===== src/rtl/inst_fetch_buffer_pkg.sv =====
// Shared definitions for the instruction-fetch front end: bus widths, reset PC,
// the NOP encoding presented when no instruction is available, and the fetch FSM
// state type.
package inst_fetch_buffer_pkg;

  localparam int          REG_BUS      = 64;
  localparam int          INST_BUS     = 32;
  localparam logic [63:0] RESET_PC_DEF = 64'h0000_0000_8000_0000;
  localparam logic [31:0] NOP_INST     = 32'h0000_0013;

  typedef enum logic [1:0] {
    ST_BOOT  = 2'd0,
    ST_RUN   = 2'd1,
    ST_FLUSH = 2'd2
  } fetch_state_e;

endpackage


===== src/rtl/inst_fifo.sv =====
// Synchronous FIFO holding fetched {instruction, pc} entries.
// Ports:
//   clk, rst          clock, async active-high reset
//   push_i, data_i    write an entry (accepted when not full, or full with pop_i)
//   pop_i             drop the head entry (ignored when empty)
//   flush_i           empty the FIFO; wins over push/pop in the same cycle
//   data_o            head entry (undefined content when empty_o)
//   full_o, empty_o   occupancy flags
//   count_o           number of valid entries, 0..DEPTH
module inst_fifo #(
  parameter int W     = 96,
  parameter int DEPTH = 4
) (
  input  logic                       clk,
  input  logic                       rst,
  input  logic                       push_i,
  input  logic [W-1:0]               data_i,
  input  logic                       pop_i,
  input  logic                       flush_i,
  output logic [W-1:0]               data_o,
  output logic                       full_o,
  output logic                       empty_o,
  output logic [$clog2(DEPTH):0]     count_o
);

  localparam int AW = $clog2(DEPTH);
  localparam int CW = AW + 1;

  logic [W-1:0]  mem_q [DEPTH];
  logic [AW-1:0] wr_q, wr_d, rd_q, rd_d;
  logic [CW-1:0] cnt_q, cnt_d;
  logic          do_push, do_pop;

  assign full_o  = (cnt_q == CW'(DEPTH));
  assign empty_o = (cnt_q == '0);
  assign count_o = cnt_q;
  assign data_o  = mem_q[rd_q];

  // A full FIFO still accepts a push when the head leaves in the same cycle.
  assign do_pop  = pop_i && !empty_o;
  assign do_push = push_i && (!full_o || do_pop);

  always_comb begin
    wr_d  = wr_q;
    rd_d  = rd_q;
    cnt_d = cnt_q;
    if (flush_i) begin
      wr_d  = '0;
      rd_d  = '0;
      cnt_d = '0;
    end else begin
      wr_d  = wr_q + AW'(do_push);
      rd_d  = rd_q + AW'(do_pop);
      cnt_d = cnt_q + CW'(do_push) - CW'(do_pop);
    end
  end

  always_ff @(posedge clk or posedge rst) begin
    if (rst) begin
      wr_q  <= '0;
      rd_q  <= '0;
      cnt_q <= '0;
    end else begin
      wr_q  <= wr_d;
      rd_q  <= rd_d;
      cnt_q <= cnt_d;
    end
  end

  // Storage needs no reset: entries are only visible through count.
  always_ff @(posedge clk) begin
    if (do_push && !flush_i) mem_q[wr_q] <= data_i;
  end

endmodule


===== src/rtl/inst_fetch_buffer.sv =====
// Instruction-fetch front end. Issues sequential in-order fetches on a
// req/gnt/rvalid memory port, buffers returned words with their PCs, and hands
// them to decode over a valid/ready handshake. A redirect flushes the buffer and
// discards every response still in flight.
// Ports:
//   clk, rst                       clock, async active-high reset
//   redirect_valid, redirect_pc    restart fetch at redirect_pc
//   mem_req, mem_addr, mem_gnt     request channel (addr stable while stalled)
//   mem_rvalid, mem_rdata          in-order response channel
//   inst_valid, inst, inst_pc      buffer head (NOP / RESET_PC when empty)
//   inst_ready                     decode pops the head
module inst_fetch_buffer
  import inst_fetch_buffer_pkg::*;
#(
  parameter int                ADDR_W   = REG_BUS,
  parameter int                INST_W   = INST_BUS,
  parameter int                DEPTH    = 4,
  parameter logic [ADDR_W-1:0] RESET_PC = ADDR_W'(RESET_PC_DEF)
) (
  input  logic              clk,
  input  logic              rst,
  input  logic              redirect_valid,
  input  logic [ADDR_W-1:0] redirect_pc,
  output logic              mem_req,
  output logic [ADDR_W-1:0] mem_addr,
  input  logic              mem_gnt,
  input  logic              mem_rvalid,
  input  logic [INST_W-1:0] mem_rdata,
  output logic              inst_valid,
  output logic [INST_W-1:0] inst,
  output logic [ADDR_W-1:0] inst_pc,
  input  logic              inst_ready
);

  localparam int CW = $clog2(DEPTH) + 1;
  localparam int EW = INST_W + ADDR_W;

  fetch_state_e      state_q, state_d;
  logic [CW-1:0]     outst_q, outst_d;
  logic [CW-1:0]     discard_q, discard_d;
  logic [ADDR_W-1:0] pc_q, pc_d;
  logic [ADDR_W-1:0] resp_pc_q, resp_pc_d;
  logic              redir_q;

  logic [CW-1:0]     fifo_count;
  logic              fifo_full, fifo_empty;
  logic [EW-1:0]     fifo_head;
  logic [CW:0]       credit_used;
  logic              gnt_fire, resp_ok, drop, push, pop;

  // Every in-flight request owns a FIFO slot, so a response always has room.
  assign credit_used = {1'b0, outst_q} + {1'b0, fifo_count};
  // The cycle after a redirect never requests: the new PC settles first.
  assign mem_req  = (state_q == ST_RUN) && !redir_q && (credit_used < (CW+1)'(DEPTH));
  assign mem_addr = pc_q;
  assign gnt_fire = mem_req && mem_gnt;

  // Responses with nothing outstanding are a protocol error and are ignored.
  assign resp_ok  = mem_rvalid && (outst_q != '0);
  assign drop     = resp_ok && (discard_q != '0);
  assign push     = resp_ok && (discard_q == '0);
  assign pop      = inst_valid && inst_ready && !redirect_valid;

  assign inst_valid = !fifo_empty;
  assign inst       = inst_valid ? fifo_head[EW-1 -: INST_W] : INST_W'(NOP_INST);
  assign inst_pc    = inst_valid ? fifo_head[ADDR_W-1:0] : RESET_PC;

  always_comb begin
    outst_d   = outst_q + CW'(gnt_fire) - CW'(resp_ok);
    // Everything still in flight after a redirect belongs to the old stream.
    discard_d = redirect_valid ? outst_d : (discard_q - CW'(drop));

    pc_d = pc_q;
    if (redirect_valid)  pc_d = redirect_pc;
    else if (gnt_fire)   pc_d = pc_q + ADDR_W'(4);

    resp_pc_d = resp_pc_q;
    if (redirect_valid)  resp_pc_d = redirect_pc;
    else if (push)       resp_pc_d = resp_pc_q + ADDR_W'(4);

    state_d = state_q;
    unique case (state_q)
      ST_BOOT:  state_d = ST_RUN;
      ST_RUN:   if (redirect_valid && (outst_d != '0)) state_d = ST_FLUSH;
      ST_FLUSH: if (redirect_valid)          state_d = ST_FLUSH;
                else if (discard_d == '0)    state_d = ST_RUN;
      default:  state_d = ST_BOOT;
    endcase
  end

  always_ff @(posedge clk or posedge rst) begin
    if (rst) begin
      state_q   <= ST_BOOT;
      outst_q   <= '0;
      discard_q <= '0;
      pc_q      <= RESET_PC;
      resp_pc_q <= RESET_PC;
      redir_q   <= 1'b0;
    end else begin
      state_q   <= state_d;
      outst_q   <= outst_d;
      discard_q <= discard_d;
      pc_q      <= pc_d;
      resp_pc_q <= resp_pc_d;
      redir_q   <= redirect_valid;
    end
  end

  inst_fifo #(.W(EW), .DEPTH(DEPTH)) u_fifo (
    .clk     (clk),
    .rst     (rst),
    .push_i  (push),
    .data_i  ({mem_rdata, resp_pc_q}),
    .pop_i   (pop),
    .flush_i (redirect_valid),
    .data_o  (fifo_head),
    .full_o  (fifo_full),
    .empty_o (fifo_empty),
    .count_o (fifo_count)
  );

  a_rvalid_expected: assert property (@(posedge clk) disable iff (rst)
    !(mem_rvalid && (outst_q == '0)));

  a_no_overflow: assert property (@(posedge clk) disable iff (rst)
    (push && fifo_full && !redirect_valid) |-> pop);

endmodule


===== config.mk =====
export PLATFORM = sky130hd
export DESIGN_NAME = inst_fetch_buffer
export DESIGN_NICKNAME = d
export VERILOG_FILES = /design/src/rtl/inst_fetch_buffer_pkg.sv /design/src/rtl/inst_fifo.sv /design/src/rtl/inst_fetch_buffer.sv
export SDC_FILE = /design/constraint.sdc
export NUM_CORES = 1
export LEC_CHECK = 0
export BUFFER_PORTS_ARGS = -buffer_cell sky130_fd_sc_hd__buf_2
export CAP_MARGIN = 20
export CORE_ASPECT_RATIO = 1.1
export CORE_MARGIN = 2
export CORE_UTILIZATION = 40
export CTS_CLUSTER_DIAMETER = 100
export CTS_CLUSTER_SIZE = 14
export DETAILED_ROUTE_END_ITERATION = 8
export SLEW_MARGIN = 20
export SYNTH_ARGS = -nofsm -noshare
export SYNTH_HDL_FRONTEND = slang
export SYNTH_SLANG_ARGS = --single-unit

===== constraint.sdc =====
create_clock -name clk -period 9.85 [get_ports clk]
set_input_delay 1.97 -clock clk [delete_from_list [all_inputs] [get_ports clk]]
set_output_delay 1.97 -clock clk [all_outputs]
set_load 0.02 [all_outputs]

==> results of run 1 <==
-- power by group through the flow --
stage | logic, mW | registers [mW] | clock network (mW)
5_1_grt | 1.39 | 2.67 | 1.75
6_report | 1.28 | 2.65 | 1.62
3_5_place_dp | 1.31 | 2.70 | 0
4_1_cts | 1.31 | 2.65 | 1.67
2_1_floorplan | 0.828 | 2.68 | 0
3_3_place_gp | 1.30 | 2.69 | 0
-- registers in the layout, indices dropped and copies added, names as in the netlist, 2 cells and up --
| register | count |
|---|---|
| resp_pc_q | 64 |
| u_fifo.count_o | 3 |
| outst_q | 3 |
| discard_q | 3 |
| mem_addr | 64 |
| u_fifo.rd_q | 2 |
| state_q | 2 |
| u_fifo.mem_q | 384 |
| u_fifo.wr_q | 2 |
-- through the flow --
stage               area, µm²  utilization [%]  std cells
detailed placement      24900             44.4       2396
CTS                     26100             46.6       2476
global route            26100             46.6       2477
global placement        24900             44.4       2396
finish                  26100             46.6       2477
floorplan               22700                -       1428
-- metal layers --
metal	up-vias	GRT usage, %
met5	-	0
met4	0	4.65
met3	59	4.17
met2	312	31.9
met1	6832	27.1
li1	5958	-
-- how the worst min path moves through the flow --
stage | end | cells after the start | from
after global routing | state_q[0] | 1 | state_q[0]
after floorplan | state_q[0] | 1 | state_q[0]
final | state_q[0] | 1 | state_q[0]
after detailed placement | state_q[0] | 1 | state_q[0]
after CTS | state_q[0] | 1 | state_q[0]
after global placement | state_q[0] | 1 | state_q[0]
-- cell families (layout without fill, tap and decap cells) --
kind of cell,Yosys count,count (layout)
flip-flops,528,528
AND/OR/NAND/NOR,430,430
multiplexers,178,178
XOR/XNOR,126,126
buffers and inverters,92,396
AO/OA/AOI/OAI,60,60
adder cells (fa/ha/maj),14,14
other,0,1
-- layout make-up --
type | instances | area (µm²) | share of cell area (%)
antenna | 1 | 2.50 | 0.00958
multi-input combinational | 808 | 7210 | 27.6
tap | 744 | 931 | 3.56
clock inverter | 3 | 26.3 | 0.101
clock buffer | 77 | 1220 | 4.69
inverter | 34 | 136 | 0.522
timing repair buffer | 282 | 1460 | 5.58
sequential | 528 | 15100 | 58.0
-- Yosys cell counts (all sizes together) --
cell and instances:
dfstp 2, nor3b 2, nor4bb 1, clkbuf 42
nor4 26, a31oi 4, and4 6, nand4 42
inv 34, ha 12, nand2b 13, a41o 1
nor4b 1, mux4 96, xnor2 64, or4 2
nand3 57, a311oi 1, a21oi 20, edfxtp 384
and3b 1, and3 23, nor2 55, nand2 48
nor3 37, fa 2, or2 5, o31ai 2
nor2b 5, o21ai 8, or3 8, mux2 81
dfrtp 142, a21boi 23, xor2 62, mux2i 1
and2 98, o22ai 1, buf 16
-- worst max-delay path, stage by stage (launching register included) --
cell and delay (ps):
dfrtp_4 1010, buf_4 750, mux4_2 390, or2_2 300, buf_2 160
==> results.json, run 1 <==
{
  "reg2reg_slack_ps": 6190,
  "synth_nets": 1544,
  "clkLatencyLatePin_ps": 590,
  "worst_ep_arrival_time_ps": 3220,
  "dr_wl_met3_um": 3020,
  "wl_met2_um": 27800,
  "reg2regPathDepth": 8,
  "grt_pass1_vias": 13400,
  "yosysUniqueCellTypes": 48,
  "root_buffer": "clkbuf_16",
  "worstMarginPinSlew_ps": 1150,
  "via_per_inst": 5.31,
  "yosysWarnings": 0,
  "rsz0062_at_grt": "false",
  "cp-end-kind": "output pin",
  "holdWs_ps": 501,
  "finClkSkew_ps": 32.3,
  "dr.pass1.iters": 5,
  "numCtsBuffers": 43,
  "worstPathMaxFanout": 50,
  "timing.rr.end": "mem_addr[63]",
  "cts_tree": "built",
  "grt_pass1_wl_um": 85800,
  "p_int_mw": 3.85,
  "syn_inst": 1428,
  "relSlewSlack_pct": 22.5,
  "synth_top_family_by_area": "multiplexers",
  "htreeDepth": 2,
  "final.setup.tns_ps": 0,
  "p_total_mw": 5.55,
  "syn_area_um2": 22700,
  "swShare_pct": 30.6,
  "cts_hold_buf": 0,
  "grtUsageTotal_pct": 19.6,
  "cts_resized": 0,
  "drtIter0Drc": 901,
  "most-common-layout-cells": "edfxtp_1 (384), buf_2 (263), dfrtp_1 (140)",
  "highest_layer": "met4",
  "postRouteAntennaNets": 0,
  "path_clk_slew_ps": 70,
  "cts.path.max_buffers": 3,
  "yosys-top-cells-area": "edfxtp_1 (51%), dfrtp_1 (16%), mux4_2 (9.5%)",
  "synthSimpleGateAreaFrac_pct": 10.7,
  "netlist.area_leader.share_pct": 50.9,
  "grt_remaining_overflow": 0,
  "cts_setup_buffers": 0,
  "hold_violations": 0,
  "powerDensity_nw_per_um2": 212,
  "muxShareOfSynthArea_pct": 13.6,
  "drive_above_1_share_pct": 30.8,
  "drc": 0,
  "hp-class": "register to register",
  "setup_ws_ps": 4660,
  "dieArea_um2": 58600,
  "final_common_cell": "edfxtp_1",
  "via_count": 13200,
  "port_buffers": 263,
  "syn2layout_area_growth_pct": 15.3,
  "rows": 91,
  "cts_sinks": 528,
  "power_frac_comb_pct": 23.0,
  "p_clk_share_pct": 29.2,
  "finalCriticalPeriod_ps": 5190,
  "drv_slew": 0,
  "min_period_over_period_pct": 52.7,
  "antenna_found_initial": 2,
  "p_leak_nw": 9.35,
  "yosysTopAreaCell": "edfxtp_1",
  "wl_um": 57600,
  "seq_power_share_pct": 47.8,
  "dp_hpwl_um": 38400,
  "ir_drop_mv": 0.124,
  "wl_met1_um": 25700,
  "avgSynthCellArea_um2": 15.9,
  "synth_compound_area_share_pct": 1.67,
  "crit_required_ps": 7880,
  "nets": 1813,
  "grt_max_degree": 100,
  "wire_per_inst_um": 23.2,
  "synth_seq_area_share_pct": 66.8,
  "synthAdderAreaFrac_pct": 0.839,
  "ys_ff_latch": 528,
  "start_kind": "register",
  "ios": 264,
  "die_h_um": 254,
  "worstSetupEndpoint": "inst[0]",
  "setup_violations": 0,
  "dpl_worst_slack_ps": 4630,
  "coreArea_um2": 56000,
  "switchingPower_mw": 1.70,
  "fillers": 5006,
  "regToRegStartpoint": "u_fifo.count_o[2]",
  "synth-xor-area-share_pct": 4.87,
  "start_util_pct": 40.5,
  "status": "completed",
  "chipWidth_um": 231,
  "path_class": "register to output pin",
  "place_congestion": 0.838,
  "worstSetupStartpoint": "u_fifo.rd_q[1]",
  "cap_violations": 0,
  "fmax_mhz": 193
}
Note: power is estimated with default switching activity, not from simulation.
==> run 2, diff against run 1 <==
Clock period 9.85 ns to 4.4 ns, I/O delays scaled along.
==> results.json, run 2 (same netlist as run 1, synthesis figures left out) <==
{
  "status": "completed",
  "cts_sinks": 528,
  "crit_required_ps": 4890,
  "fin_util_pct": 47.2,
  "worstPathMaxFanout": 14,
  "dp_hpwl_um": 39200,
  "rsz0062_at_grt": "false",
  "finalCriticalPeriod_ps": 3620,
  "ir_drop_mv": 0.251,
  "cp_top_family": "adder cells",
  "final_common_cell": "edfxtp_1",
  "ios": 264,
  "cts.path.max_buffers": 3,
  "dieArea_um2": 58600,
  "wire_per_inst_um": 23.2,
  "finClkSkew_ps": 31.1,
  "grt_max_degree": 135,
  "largest_reg_flops": 384,
  "p_total_mw": 12.5,
  "fmax_mhz": 276,
  "cts_tree": "built",
  "register_area_um2": 15100,
  "final_cell_area_um2": 26400,
  "via_per_inst": 5.32,
  "drive_above_1_share_pct": 31.4,
  "hold_violations": 0,
  "final.setup.tns_ps": 0,
  "postRouteAntennaNets": 0,
  "multi_input_area_um2": 7220,
  "dr.pass1.iters": 5,
  "clkLatencyLatePin_ps": 580,
  "grtUsageTotal_pct": 19.8,
  "via_count": 13200,
  "max_flop_register": "u_fifo.mem_q",
  "worst_ep_arrival_time_ps": 4110,
  "most-common-layout-cells": "edfxtp_1 (384), buf_2 (263), dfrtp_1 (140)",
  "fillers": 4958,
  "nets": 1825,
  "setup_violations": 0,
  "slowest_delay_ps": 510,
  "start_util_pct": 40.5,
  "min_period_over_period_pct": 82.3,
  "place_congestion": 0.879,
  "placed_cells": 2407,
  "start_kind": "register",
  "cts_resized": 0,
  "grt_pass1_wl_um": 86300,
  "port_buffers": 263,
  "p_leak_nw": 9.46,
  "cap_violations": 0,
  "powerDensity_nw_per_um2": 474,
  "cts_setup_buffers": 0,
  "cts_hold_buf": 0,
  "fin_cells": 2491,
  "drtIter0Drc": 1131,
  "worstMarginPinSlew_ps": 836,
  "grt_remaining_overflow": 0,
  "grt_pass1_vias": 13600,
  "htreeDepth": 2,
  "drv_slew": 0,
  "relSlewSlack_pct": 43.8,
  "path_clk_slew_ps": 70,
  "path_cells": "ha_1, or4_4, nor4b_4, buf_4, inv_1, ha_1, inv_1, ha_1, fa_1, xnor2_1, xnor2_1, o31ai_1, nand2b_1, a21boi_0",
  "rows": 91,
  "antenna_found_initial": 2,
  "cpMostUsedCell": "ha_1",
  "cp-end-kind": "register",
  "wl_um": 57800,
  "chipWidth_um": 231,
  "syn2layout_area_growth_pct": 16.6,
  "path_class": "register to register",
  "coreArea_um2": 56000,
  "drc": 0,
  "slowest_stage": "or4_4",
  "dpl-instance-area_um2": 25100,
  "root_buffer": "clkbuf_16",
  "hp-class": "primary input to asynchronous set/reset pin",
  "numCtsBuffers": 43,
  "critPathBufInv": 3,
  "die_h_um": 254
}
-- run 2: cell count changes in the layout (fill, tap and decap cells not counted), sizes merged --
cell      previous run  this run
buf                282       294
inv                 36        34
clkinvlp             0         1
diode                1         4
-- run 2: layout make-up --
type	count	share of cell area, %
repair buffers	294	6.46
clock inverters	2	0.0947
inverters	34	0.507
diodes	4	0.0379
clock buffers	77	4.72
multi-input cells	808	27.3
well taps	744	3.52
flip-flops and latches	528	57.3
-- run 2: final timing paths --
check	slack, ps	cells past startpoint	startpoint	end
worst max-delay path	780	14	u_fifo.count_o[2]	state_q[0]
worst min-delay path	350	2	rst	mem_addr[33]
worst max register to register	780	14	u_fifo.count_o[2]	state_q[0]
worst min register to register	490	1	state_q[0]	state_q[0]
max in group asynchronous	2980	4	rst	resp_pc_q[52]
min in group clk	490	1	state_q[0]	state_q[0]
-- run 2: report_power, final --
group	switching (mW)	leakage, nW	total [mW]	internal (mW)
logic	1.77	3.73	2.93	1.15
clock network	1.73	0.604	3.65	1.92
registers	0.319	5.12	5.95	5.63
-- run 2: stage by stage --
stage          hold slack [ps]  worst slack [ps]
5_1_grt                    365               456
4_1_cts                    479               761
6_report                   354               779
3_3_place_gp               471               847
2_1_floorplan              453              35.1
3_5_place_dp               478               801
-- run 2: metal layers --
metal	up-vias	global-route usage [%]	part of all wire [%]
met5	-	0	0.021
met1	6785	26.8	43
met2	404	32.0	48
li1	5971	-	-
met4	2	7.23	3.3
met3	86	3.55	5.5
==> run 3, diff against run 2 <==
Settings changed: ABC_AREA from default to 1.
Clock period 4.4 ns to 3.6 ns, I/O delays scaled along.
==> results.json, run 3 <==
{
  "port_buffers": 263,
  "cp-end-kind": "output pin",
  "synth_compound_area_share_pct": 8.90,
  "root_buffer": "clkbuf_16",
  "dr.pass1.iters": 5,
  "start_kind": "register",
  "ys_async_sr_fraction_pct": 27.3,
  "syn2layout_area_growth_pct": 14.7,
  "path_class": "register to output pin",
  "fillers": 6083,
  "hp-class": "primary input to asynchronous set/reset pin",
  "die_h_um": 269,
  "netlist.area_leader.share_pct": 45.0,
  "path_clk_slew_ps": 70,
  "syn_area_um2": 25600,
  "final_common_cell": "nand2_1",
  "final.setup.tns_ps": 0,
  "fmax_mhz": 305,
  "grtUsageTotal_pct": 23.7,
  "worstMarginPinSlew_ps": 911,
  "start_util_pct": 40.3,
  "numCtsBuffers": 44,
  "finClkSkew_ps": 24.2,
  "finalCriticalPeriod_ps": 3280,
  "drv_slew": 0,
  "chipWidth_um": 245,
  "synth_top_family_by_area": "simple AND/OR/NAND/NOR gates",
  "largest_reg_flops": 384,
  "synth_common_cells": "nand2_1 (605), nor2_1 (598), edfxtp_1 (384)",
  "place_congestion": 0.933,
  "synth_edf_count": 384,
  "synth_seq_area_share_pct": 59.1,
  "clkLatencyLatePin_ps": 590,
  "via_per_inst": 5.22,
  "relSlewSlack_pct": 39.2,
  "grt_pass1_vias": 20100,
  "cts_sinks": 528,
  "powerDensity_nw_per_um2": 596,
  "rows": 97,
  "crit_required_ps": 2880,
  "syn_inst": 2855,
  "synthAdderAreaFrac_pct": 0.742,
  "drc": 0,
  "antenna_found_initial": 1,
  "coreArea_um2": 63600,
  "yosysMostFrequentCell": "nand2_1",
  "cts_setup_buffers": 0,
  "worst_ep_arrival_time_ps": 2560,
  "most-common-layout-cells": "nand2_1 (603), nor2_1 (597), edfxtp_1 (384)",
  "cts.path.max_buffers": 3,
  "p_leak_nw": 11.9,
  "worstPathMaxFanout": 153,
  "grt_max_degree": 154,
  "status": "completed",
  "dp_hpwl_um": 54800,
  "placed_cells": 3899,
  "yosysUniqueCellTypes": 42,
  "ir_drop_mv": 0.360,
  "setup_violations": 0,
  "cts_hold_buf": 0,
  "wl_um": 79100,
  "nets": 3220,
  "muxShareOfSynthArea_pct": 0,
  "ios": 264,
  "via_count": 20800,
  "drtIter0Drc": 1649,
  "htreeDepth": 2,
  "setup_ws_ps": 319,
  "yosysWarnings": 0,
  "dpl_worst_slack_ps": 649,
  "max_flop_register": "u_fifo.mem_q",
  "synthSimpleGateAreaFrac_pct": 24.8,
  "cts_resized": 0,
  "grt_pass1_wl_um": 120000,
  "dieArea_um2": 66100,
  "yosys-top-cells-area": "edfxtp_1 (45%), dfrtp_1 (14%), nand2_1 (8.9%)",
  "avgSynthCellArea_um2": 8.98,
  "postRouteAntennaNets": 0,
  "ys_ff_latch": 528,
  "synthFlopType": "edfxtp_1",
  "synth_nets": 2971,
  "yosysTopAreaCell": "edfxtp_1",
  "cts_tree": "built",
  "wire_per_inst_um": 19.9,
  "fin_cells": 3979,
  "drive_above_1_share_pct": 15.0,
  "cap_violations": 0,
  "synth-xor-area-share_pct": 0.991,
  "min_period_over_period_pct": 91.1,
  "rsz0062_at_grt": "false",
  "grt_remaining_overflow": 0,
  "hold_violations": 0
}
run 3: cell type report:
class                      count  area, µm²  area share, %
clock inverter                 6       70.1          0.238
tap                          841       1050           3.58
clock buffer                  73       1210           4.12
multi-input combinational   1982       9170           31.2
antenna                        1       2.50        0.00851
timing repair buffer         309       1840           6.25
sequential                   528      15100           51.5
inverter                     239        908           3.09
run 3: path summary, 6_finish.rpt:
path | slack [ps] | to | depth (start not counted) | from
max in group asynchronous | 2600 | u_fifo.rd_q[0] | 3 | rst
setup / recovery | 320 | inst_pc[40] | 6 | u_fifo.rd_q[0]
hold reg to reg | 470 | mem_addr[1] | 2 | mem_addr[1]
hold / removal | 180 | state_q[1] | 2 | rst
min in group clk | 350 | u_fifo.mem_q[1][92] | 1 | mem_rdata[28]
setup reg to reg | 640 | state_q[1] | 17 | u_fifo.count_o[2]
run 3: cells by family (layout without fill, tap and decap cells):
kind of cell | after synthesis | after routing
buffers and inverters | 345 | 627
adder cells (fa/ha/maj) | 14 | 14
other | 0 | 1
XOR/XNOR | 29 | 29
flip-flops | 528 | 528
AO/OA/AOI/OAI | 436 | 436
AND/OR/NAND/NOR | 1503 | 1503
run 3: critical path, cell delays in order, from the launching register on:
cell and delay (ps):
dfrtp_4 450, buf_12 450, nor2_1 110, nor2_1 110, o21ai_0 90, a21oi_1 330
buf_2 240
run 3: power breakdown:
part	switching [mW]	internal (mW)
Clock	2.24	2.32
Sequential	0.667	7.09
Combinational	3.69	1.50
run 3: per-layer routing:
metal  track usage, %  part of all wire (%)  vias up
met5                0                     0        -
met4             9.46                   4.0        0
met3             3.13                   5.3      140
met2             38.6                    47      661
met1             32.1                    43     9997
li1                 -                     -     9962
run 3: through the flow:
| stage | total power [mW] | utilization [%] | hold slack (ps) | area [µm²] |
|---|---|---|---|---|
| floorplan | 10.9 | - | 440 | 25700 |
| global placement | 13.0 | 44.2 | 449 | 28100 |
| detailed placement | 13.1 | 44.2 | 454 | 28100 |
| CTS | 17.7 | 46.2 | 163 | 29400 |
| global route | 18.4 | 46.2 | 179 | 29400 |
| finish | 17.5 | 46.2 | 178 | 29400 |
